==> config.mk <==
export PLATFORM = sky130hd
export DESIGN_NAME = mix_columns
export DESIGN_NICKNAME = d
export VERILOG_FILES = /design/src/rtl/mix_columns.sv
export SDC_FILE = /design/constraint.sdc
export NUM_CORES = 1
export LEC_CHECK = 0
export BUFFER_PORTS_ARGS = -buffer_cell sky130_fd_sc_hd__buf_2
export CAP_MARGIN = 20
export CORE_ASPECT_RATIO = 2
export CORE_MARGIN = 3
export CORE_UTILIZATION = 40
export CTS_BUF_LIST = sky130_fd_sc_hd__clkbuf_8
export DETAILED_ROUTE_END_ITERATION = 8
export GPL_TIMING_DRIVEN = 0
export MAX_ROUTING_LAYER = met4
export PLACE_DENSITY_LB_ADDON = 0.3
export SLEW_MARGIN = 20
export SYNTH_ARGS = -nofsm -noshare
export SYNTH_HDL_FRONTEND = slang
export SYNTH_SLANG_ARGS = --single-unit
==> constraint.sdc <==
create_clock -name clk -period 0.9 [get_ports clk]
set_input_delay 0.18 -clock clk [delete_from_list [all_inputs] [get_ports clk]]
set_output_delay 0.18 -clock clk [all_outputs]
set_load 0.005 [all_outputs]
==> src/rtl/mix_columns.sv <==
// AES MixColumns on a 128-bit column-major state, one registered cycle.
// Ports: clk, rst_n (async, active low), in_valid, state_in[127:0],
//        inv (only with MIX_COLUMNS_INV_EN: 1 = InvMixColumns),
//        out_valid, state_out[127:0].
// Byte k of the state is bits [127-8k -: 8]; column c is bytes 4c..4c+3.
// Define MIX_COLUMNS_INV_EN to add the inv port and the inverse matrix.
module mix_columns (
    input  logic         clk,
    input  logic         rst_n,
    input  logic         in_valid,
    input  logic [127:0] state_in,
`ifdef MIX_COLUMNS_INV_EN
    input  logic         inv,
`endif
    output logic         out_valid,
    output logic [127:0] state_out
);

    function automatic logic [7:0] xtime(input logic [7:0] x);
        return {x[6:0], 1'b0} ^ (x[7] ? 8'h1b : 8'h00);
    endfunction

    // Forward matrix rows: [2 3 1 1] rotated right per row.
    function automatic logic [31:0] fwd_col(input logic [31:0] col);
        logic [7:0] a0, a1, a2, a3;
        logic [7:0] b0, b1, b2, b3;
        a0 = col[31:24];
        a1 = col[23:16];
        a2 = col[15:8];
        a3 = col[7:0];
        b0 = xtime(a0) ^ xtime(a1) ^ a1 ^ a2 ^ a3;
        b1 = a0 ^ xtime(a1) ^ xtime(a2) ^ a2 ^ a3;
        b2 = a0 ^ a1 ^ xtime(a2) ^ xtime(a3) ^ a3;
        b3 = xtime(a0) ^ a0 ^ a1 ^ a2 ^ xtime(a3);
        return {b0, b1, b2, b3};
    endfunction

`ifdef MIX_COLUMNS_INV_EN
    // Inverse matrix rows: [e b d 9] rotated right per row.
    // Each byte's 2x/4x/8x are shared by the four products that use it.
    function automatic logic [31:0] inv_col(input logic [31:0] col);
        logic [7:0] a  [4];
        logic [7:0] m9 [4];
        logic [7:0] mb [4];
        logic [7:0] md [4];
        logic [7:0] me [4];
        logic [7:0] x2, x4, x8;
        logic [7:0] b0, b1, b2, b3;
        for (int i = 0; i < 4; i++) begin
            a[i]  = col[31-8*i -: 8];
            x2    = xtime(a[i]);
            x4    = xtime(x2);
            x8    = xtime(x4);
            m9[i] = x8 ^ a[i];
            mb[i] = x8 ^ x2 ^ a[i];
            md[i] = x8 ^ x4 ^ a[i];
            me[i] = x8 ^ x4 ^ x2;
        end
        b0 = me[0] ^ mb[1] ^ md[2] ^ m9[3];
        b1 = m9[0] ^ me[1] ^ mb[2] ^ md[3];
        b2 = md[0] ^ m9[1] ^ me[2] ^ mb[3];
        b3 = mb[0] ^ md[1] ^ m9[2] ^ me[3];
        return {b0, b1, b2, b3};
    endfunction
`endif

    logic [127:0] mixed;

    always_comb begin
        mixed = '0;
        for (int c = 0; c < 4; c++) begin
`ifdef MIX_COLUMNS_INV_EN
            mixed[127-32*c -: 32] = inv
                ? inv_col(state_in[127-32*c -: 32])
                : fwd_col(state_in[127-32*c -: 32]);
`else
            mixed[127-32*c -: 32] = fwd_col(state_in[127-32*c -: 32]);
`endif
        end
    end

    // state_in is only sampled under in_valid, so idle garbage never lands.
    always_ff @(posedge clk or negedge rst_n) begin
        if (!rst_n) begin
            state_out <= '0;
            out_valid <= 1'b0;
        end else begin
            out_valid <= in_valid;
            if (in_valid) begin
                state_out <= mixed;
            end
        end
    end

endmodule

==> impl_summary.md, run 1 <==
Floorplan
The area of the core region is 0.0216 mm2. The die covers roughly 0.024 mm2. The I/O pin count is 260. The initial core utilization is 0.406. The site row count is 76. The height of the die is around 220 um.

From left edge to right edge, the die measures around 110 um.

Timing
Measured against its own limit, the worst slew margin works out to 0.660. The pin slew with the least headroom to its limit is between 500 and 600 ps. Setup slack on the critical path of the routed design comes to -315 ps. The hold slack is -372 ps. The number of max-slew violations in the final report is 0. For this run, the top clock speed supported by timing is 823 MHz. Of the available clock period, the critical path in the final layout requires 1.35. The total count of hold-check failures in the final report came to 60. The setup clock skew after layout is 0 ps. The shortest period the worst path allows is 1220 ps. The setup violation total in the final timing report is approximately 130. Setup repair after global routing could not meet its margin everywhere.

Clock network
The number of clock buffers added by TritonCTS is 17. TritonCTS built the clock tree. The number of buffers inserted by hold repair at cts is 1. The longest clock path from root to sink contains 2 buffers. The post-CTS clock slew at the launch and capture registers of the worst setup and hold paths is ~80 ps. For the worst-skew pair, the clock arrives at the later sink with an insertion delay of 470 ps. The H-tree was split into 4 levels. The cell sitting at the root of the clock tree is a clkbuf_8. The number of sinks driven by the clock tree is approximately 130.

Setup path
The startpoint of the worst register-to-register path is state_out[42]. The slowest stage of the critical path belongs to the cell dfrtp_1. The buffering stage count on the worst path with inverters included is 1. The reg2reg setup slack is -90 ps. At the worst endpoint, the required time is ~700 ps. The worst setup path is of the reg2out kind. The endpoint arrival time on the critical path is roughly 1000 ps. In this design, the stage delay of the slowest critical-path cell is 420 ps. STA classifies the critical path endpoint as an output pin. STA classifies the critical path startpoint as a flop.

The cell family contributing the most delay on the critical path is flip-flops. For the worst flop-to-flop path, the logic depth is 3. Traced cell by cell, the critical path runs through buf_2. The highest fanout seen on the critical path is 2. The worst reg2reg path endpoint is state_out[42].

Yosys
The share of synthesized area in the top cell type comes to 0.368. The fraction of synthesized area in multiplexers is 0.164. The main combinational cell family by area after synthesis is XOR/XNOR gates. The netlist uses 12 different library cells. Of the synthesized area, sequential elements account for 0.368. The synthesized area per cell is approximately 12 um2. When the netlist entered floorplanning its net count stood at between 800 and 900.

The post-synthesis instance area is between 0.008 and 0.009 mm2. The post-synthesis instance total is a little over 700. The share of the synthesized area in compound gates (AO/OA/AOI/OAI) is 0.

Of the total synthesized cell area, the portion taken by full adders, half adders and majority gates is 0. The largest area contributor in the netlist is dfrtp_1. Ranked by total cell area, the synthesized netlist is headed by dfrtp_1 37%, xnor2_1 34%, mux2_2 16%, xor2_1 8.1%, xnor2_2 2.2%. Of the total synthesized cell area, the portion taken by XOR and XNOR cells is 0.452. Of the total synthesized cell area, the portion taken by AND, OR, NAND and NOR gates is 0. Synthesis inferred 129 register bits.

The count of yosys warnings during synthesis is 0.

Route
Detailed routing inserted a total of between 6000 and 7000 vias. After detailed routing, the number of remaining DRC violations is 0. Before antenna repair, the detailed router went through 4 iterations.

After detailed routing, the number of vias per cell comes to roughly 4.7. The final antenna-violating net count is 0. The average detailed-routed wire length per instance is approximately 18 um. The DRC marker count from the first detailed-route iteration is about 180. The detailed-route wire length is 23.7 mm.

GRT
Global routing finished with a remaining overflow of 0. The met3 demand-to-capacity share in global routing is 0.0440. The maximum number of pins on one net before global-route repair is 70. The first global-routing pass estimated about 38 mm of wire. In this run the most used layer during global routing was met2. The met1 capacity usage during global routing is 0.206.

For met2 alone, demand over resource in global routing was 0.411. Across every metal layer, demand over resource in global routing totals 0.214. The initial antenna violation count is 0. The number of global-route vias before repair came to roughly 7000.

Pwr
For this design the static power due to leakage is 0.00518 uW. The largest voltage drop on the vdd net is approximately 1500 uV. The areal power density over the cells is 2030 mW/mm2.

Place
At the end of routability-driven placement, the weighted congestion stood at around 0.86. Once placement completed, the tool counted placed cells totaling about 1200. The count of input and output buffers is 244. The placed instances occupy a cell area of around 0.012 mm2. The placed wire-length estimate after detailed placement is between 15 and 20 mm. At the placement stage, the worst setup path has a slack of -478 ps.

Finish
The number of nets at the end of the flow is ~1100. In the final layout, the share of cells above drive strength 1 is 0.523. The antenna cell count is 0.

After the flow finishes, the layout carries non-filler instances totaling roughly 1300. Once layout is complete, the utilization of the core stands at 0.580. The sequential cells in the finished layout cover a total of ~0.0032 mm2. Counting the fill cells in the layout gives roughly 1800. The library cells used most frequently in the layout, excluding fill and tap cells, are 288 x xnor2_1, 234 x buf_2, 129 x dfrtp_1. Summing all multi-input logic gate instances after layout gives 0.00654 mm2. After routing the design area is roughly 0.013 mm2. Relative to the synthesized area, the layout overhead comes to 42.8%.

The most common cell after layout, fill and taps aside is xnor2_1.

Run
Max-cap violations in this run came to 0.

Status
The flow ran to the end, but the final reports show violations. The final reports fail on hold timing, setup timing.

Worst hold path
The path class of the tightest hold or removal check is in2async.
stage by stage:
step	hold slack (ps)	total power [uW]	TNS, ps
4_1_cts	-381	25600	-41190
5_1_grt	-364	27100	-42270
3_3_place_gp	348	19000	-349000
2_1_floorplan	-116	15100	-21390
3_5_place_dp	161	19300	-47260
6_report	-372	25400	-35240
kinds of logic (layout without fill, tap and decap cells):
| group | count (synthesis) | count (layout) |
|---|---|---|
| xor+xnor | 438 | 438 |
| flops | 129 | 129 |
| mux | 128 | 128 |
| buf+inv | 29 | 328 |
sequential cells by signal, summed over array words and instances (netlist names):
| signal | cells |
|---|---|
| out_valid | 1 |
| state_out | 128 |
Yosys cell counts:
master,count
buf_1,5
buf_2,12
buf_6,1
clkbuf_1,8
clkbuf_2,3
dfrtp_1,129
mux2_2,128
xnor2_1,342
xnor2_2,12
xnor2_4,1
xor2_1,81
xor2_2,2
power by group:
group | switching (uW) | internal, uW | leakage [uW]
Combinational | 4520 | 6430 | 0.00346
Clock | 2650 | 3050 | 0.000213
Sequential | 1050 | 7740 | 0.00151
per-layer routing:
layer  vias to the layer above  share of wire  routed length, um
li1                       2887              -                  -
met1                      3045           0.34               8050
met2                       173           0.59              14000
met3                        28          0.046               1100
met4                         0          0.022                522
met5                         -              0                  0
area by class of cell:
type,count,share of cell area
clock inverter,15,0.0167
tap,273,0.0273
multi-input combinational,566,0.522
buffer,29,0.0373
clock buffer,17,0.0187
timing repair buffer,267,0.120
sequential,129,0.258
what timing repair did:
item	in CTS	in global routing
buffers inserted	17	9
setup endpoints to repair	129	143
hold endpoints to repair	61	60
pin swaps	0	1
resized for setup	8	17
worst max path at each step:
stage | from | cells past startpoint | endpoint | slack (ps)
global route | state_out[15] | 1 | state_out[15] | -360
global placement | rst_n | 1 | state_out[8] | -2380
detailed placement | state_in[127] | 5 | state_out[120] | -480
finish | state_out[70] | 1 | state_out[70] | -320
floorplan | state_in[31] | 5 | state_out[28] | -280
CTS | state_out[78] | 1 | state_out[78] | -360
Note: power is estimated with default switching activity, not from simulation.
==> run 2, diff against run 1 <==
--- a/config.mk
+++ b/config.mk
@@ -15,7 +15,9 @@
 export GPL_TIMING_DRIVEN = 0
 export MAX_ROUTING_LAYER = met4
 export PLACE_DENSITY_LB_ADDON = 0.3
+export SETUP_SLACK_MARGIN = 0.5
 export SLEW_MARGIN = 20
 export SYNTH_ARGS = -nofsm -noshare
 export SYNTH_HDL_FRONTEND = slang
 export SYNTH_SLANG_ARGS = --single-unit
+export TNS_END_PERCENT = 100
==> impl_summary.md, run 2 (synthesized netlist as in run 1, its figures left out) <==
Status
The run finished, with violations left. The checks that failed: hold timing, setup timing.

GRT
The global-route usage over all layers is 0.218 (+0.00451). The global-route wire length before repair came to 38.8 mm (+2.0%). The total congestion overflow after global routing was 0 (unchanged).

The maximum number of pins on one net before global-route repair came to 70 (unchanged). The number of global-route vias before repair is 7026 (+1.2%). The initial antenna violation count was 0 (unchanged).

Clock network
The number of sinks driven by the clock tree is 129 (unchanged). The source-to-sink clock delay at the later pin of the worst-skew pair came to 470 ps (about the same). TritonCTS built the clock tree. The number of buffers created by CTS is 17 (unchanged). The CTS H-tree depth is 4 (unchanged). The post-CTS clock slew at the launch and capture registers of the worst setup and hold paths is 80 ps (about the same). The deepest clock path buffer count is 2 (unchanged).

In this run the clock root is driven by a clkbuf_8.

Setup path
The largest individual stage delay along the critical path comes from the cell dfrtp_1. The maximum cell stage delay along the critical path came to 420 ps (about the same). Broken down by cell family, the worst path's largest delay share belongs to flip-flops. The endpoint arrival time on the critical path is 1040 ps (about the same). The worst register-to-register path ends at state_out[50]. The critical path in this run is classified as reg2out.

The highest fanout seen on the critical path is 2 (unchanged). The required time of the critical path is 720 ps (about the same). Traced cell by cell, the critical path runs through buf_2. The worst setup path is launched from a flop. The logic depth of the worst setup path including buffers is 1 (unchanged).

The number of cells on the worst reg-to-reg path is 3 (unchanged). The critical path endpoint category is an output pin. The buffering stage count on the worst path with inverters included was 1 (unchanged). The worst register-to-register path begins at state_out[50]. The reg2reg setup slack is -100 ps (about the same).

Pwr
The largest voltage drop on the vdd net came to 1410 uV (-7.0%). The areal power density over the cells is 1990 mW/mm2 (-2.0%). The leakage power total is 0.00567 uW (+9.5%).

Run
The max-cap violation count is 0 (unchanged).

Finish
Ranked by flip-flop count, first place goes to state_out. The number of filler cells placed in the layout is 1701 (-7.3%). The number of nets at the end of the flow is 1159 (+1.6%). The antenna cell count is 0 (unchanged). The final design instance area without fill is 0.0134 mm2 (+7.4%).

The flip-flop count of the largest register after layout is 128 (unchanged). From synthesis to final layout, the design area changed by 53.4%. In the layout the commonest cells are 252 x xnor2_1, 208 x buf_2, 129 x dfrtp_1. The largest registers in the layout are state_out (128), out_valid (1). The ratio of cells with drive above 1 in the final layout came to 0.584 (+0.0611). The most common cell after layout, fill and taps aside is xnor2_1.

Timing
The hold slack is -422 ps (-50.7 ps). Setup repair after global routing could not meet its margin everywhere. The relative slew slack is 0.730 (+0.0696). The shortest period the worst path allows is 1220 ps (-0.00100 ps). The setup clock skew after layout came to 0 ps (unchanged). The number of max-slew violations in the final report is 0 (unchanged). The setup slack of the critical path after layout is -315 ps (+0.00100 ps). The final critical-path share of the clock period is 1.35 (about the same).

The post-route setup TNS is -35900 ps (-655 ps). The maximum operating frequency came to 823 MHz (unchanged). The setup violation total in the final timing report was 140 (+6.1%).

The pin slew with the least headroom to its limit was 405 ps (-104 ps). The total count of hold-check failures in the final report is 125 (+110%).

Floorplan
The area enclosed by the die boundary is 0.0238 mm2 (unchanged). The I/O pin count is 260 (unchanged). The horizontal die dimension is 111 um (unchanged). The area of the core region was 0.0216 mm2 (unchanged). The initial core utilization is 0.406 (unchanged).

The site row count came to 76 (unchanged). The height of the die is 215 um (unchanged).

Route
The DRC marker count from the first detailed-route iteration was 184 (+2.8%). The DRC violation count after routing came to 0 (unchanged). The final antenna-violating net count is 0 (unchanged). The first-pass iteration count of the detailed router is 4 (unchanged). The detailed-route wire length came to 24.8 mm (+4.7%). The detailed-route vias per instance came to 4.77 (+0.70%). The average detailed-routed wire length per instance is 18.9 um (+3.3%). The via count of the routed design is 6262 (+2.1%).

Worst hold path
The path class of the lowest-slack min-delay path is in2async.

Place
The worst setup slack after placement was -478 ps (unchanged). The post-detailed-placement cell area came to 0.0118 mm2 (unchanged). The count of input and output buffers came to 244 (unchanged). The global placement routability congestion was 0.857 (unchanged). The placed wire-length estimate after detailed placement came to 19.0 mm (unchanged).
[run 2: area by class of cell]
| cell class | instances | area [um2] | area share |
|---|---|---|---|
| well taps | 273 | 342 | 0.0254 |
| flip-flops and latches | 129 | 3230 | 0.240 |
| plain buffers | 29 | 479 | 0.0356 |
| clock buffers | 17 | 234 | 0.0174 |
| clock inverters | 15 | 209 | 0.0155 |
| multi-input cells | 566 | 7110 | 0.529 |
| repair buffers | 285 | 1840 | 0.137 |
[run 2: metrics by stage]
| step | hold slack [ps] | utilization | std cells | total power [uW] |
|---|---|---|---|---|
| 2_1_floorplan | -116 | - | 724 | 15100 |
| 5_1_grt | -431 | 0.623 | 1314 | 28400 |
| 4_1_cts | -381 | 0.590 | 1301 | 26000 |
| 3_3_place_gp | 348 | 0.544 | 1241 | 19000 |
| 3_5_place_dp | 161 | 0.546 | 1242 | 19300 |
| 6_report | -422 | 0.623 | 1314 | 26800 |
[run 2: worst max-delay path by stage]
stage	from	end	slack, ps
CTS	state_out[78]	state_out[78]	-360
global route	state_out[42]	state_out[42]	-370
finish	state_out[78]	state_out[78]	-320
floorplan	state_in[31]	state_out[28]	-280
detailed placement	state_in[127]	state_out[120]	-480
global placement	rst_n	state_out[8]	-2380
[run 2: where the power goes]
group	switching, uW	total, uW	internal, uW
clock network	2670	5720	3050
logic	4860	12200	7310
registers	1120	8860	7740
total	8660	26800	18100
[run 2: what timing repair did]
| action | in CTS | in global routing |
|---|---|---|
| setup buffers | 27 | 13 |
| endpoints found under the hold margin | 61 | 62 |
| endpoints found under the setup margin | 257 | 326 |
| pin swaps | 12 | 44 |
| gates resized for setup | 54 | 128 |
[run 2: layer usage]
layer	vias up	GRT usage	wire length, um
li1	2916	-	-
met1	3153	0.212	8320
met2	166	0.422	15000
met3	27	0.0411	988
met4	0	0.0781	515
met5	-	-	0
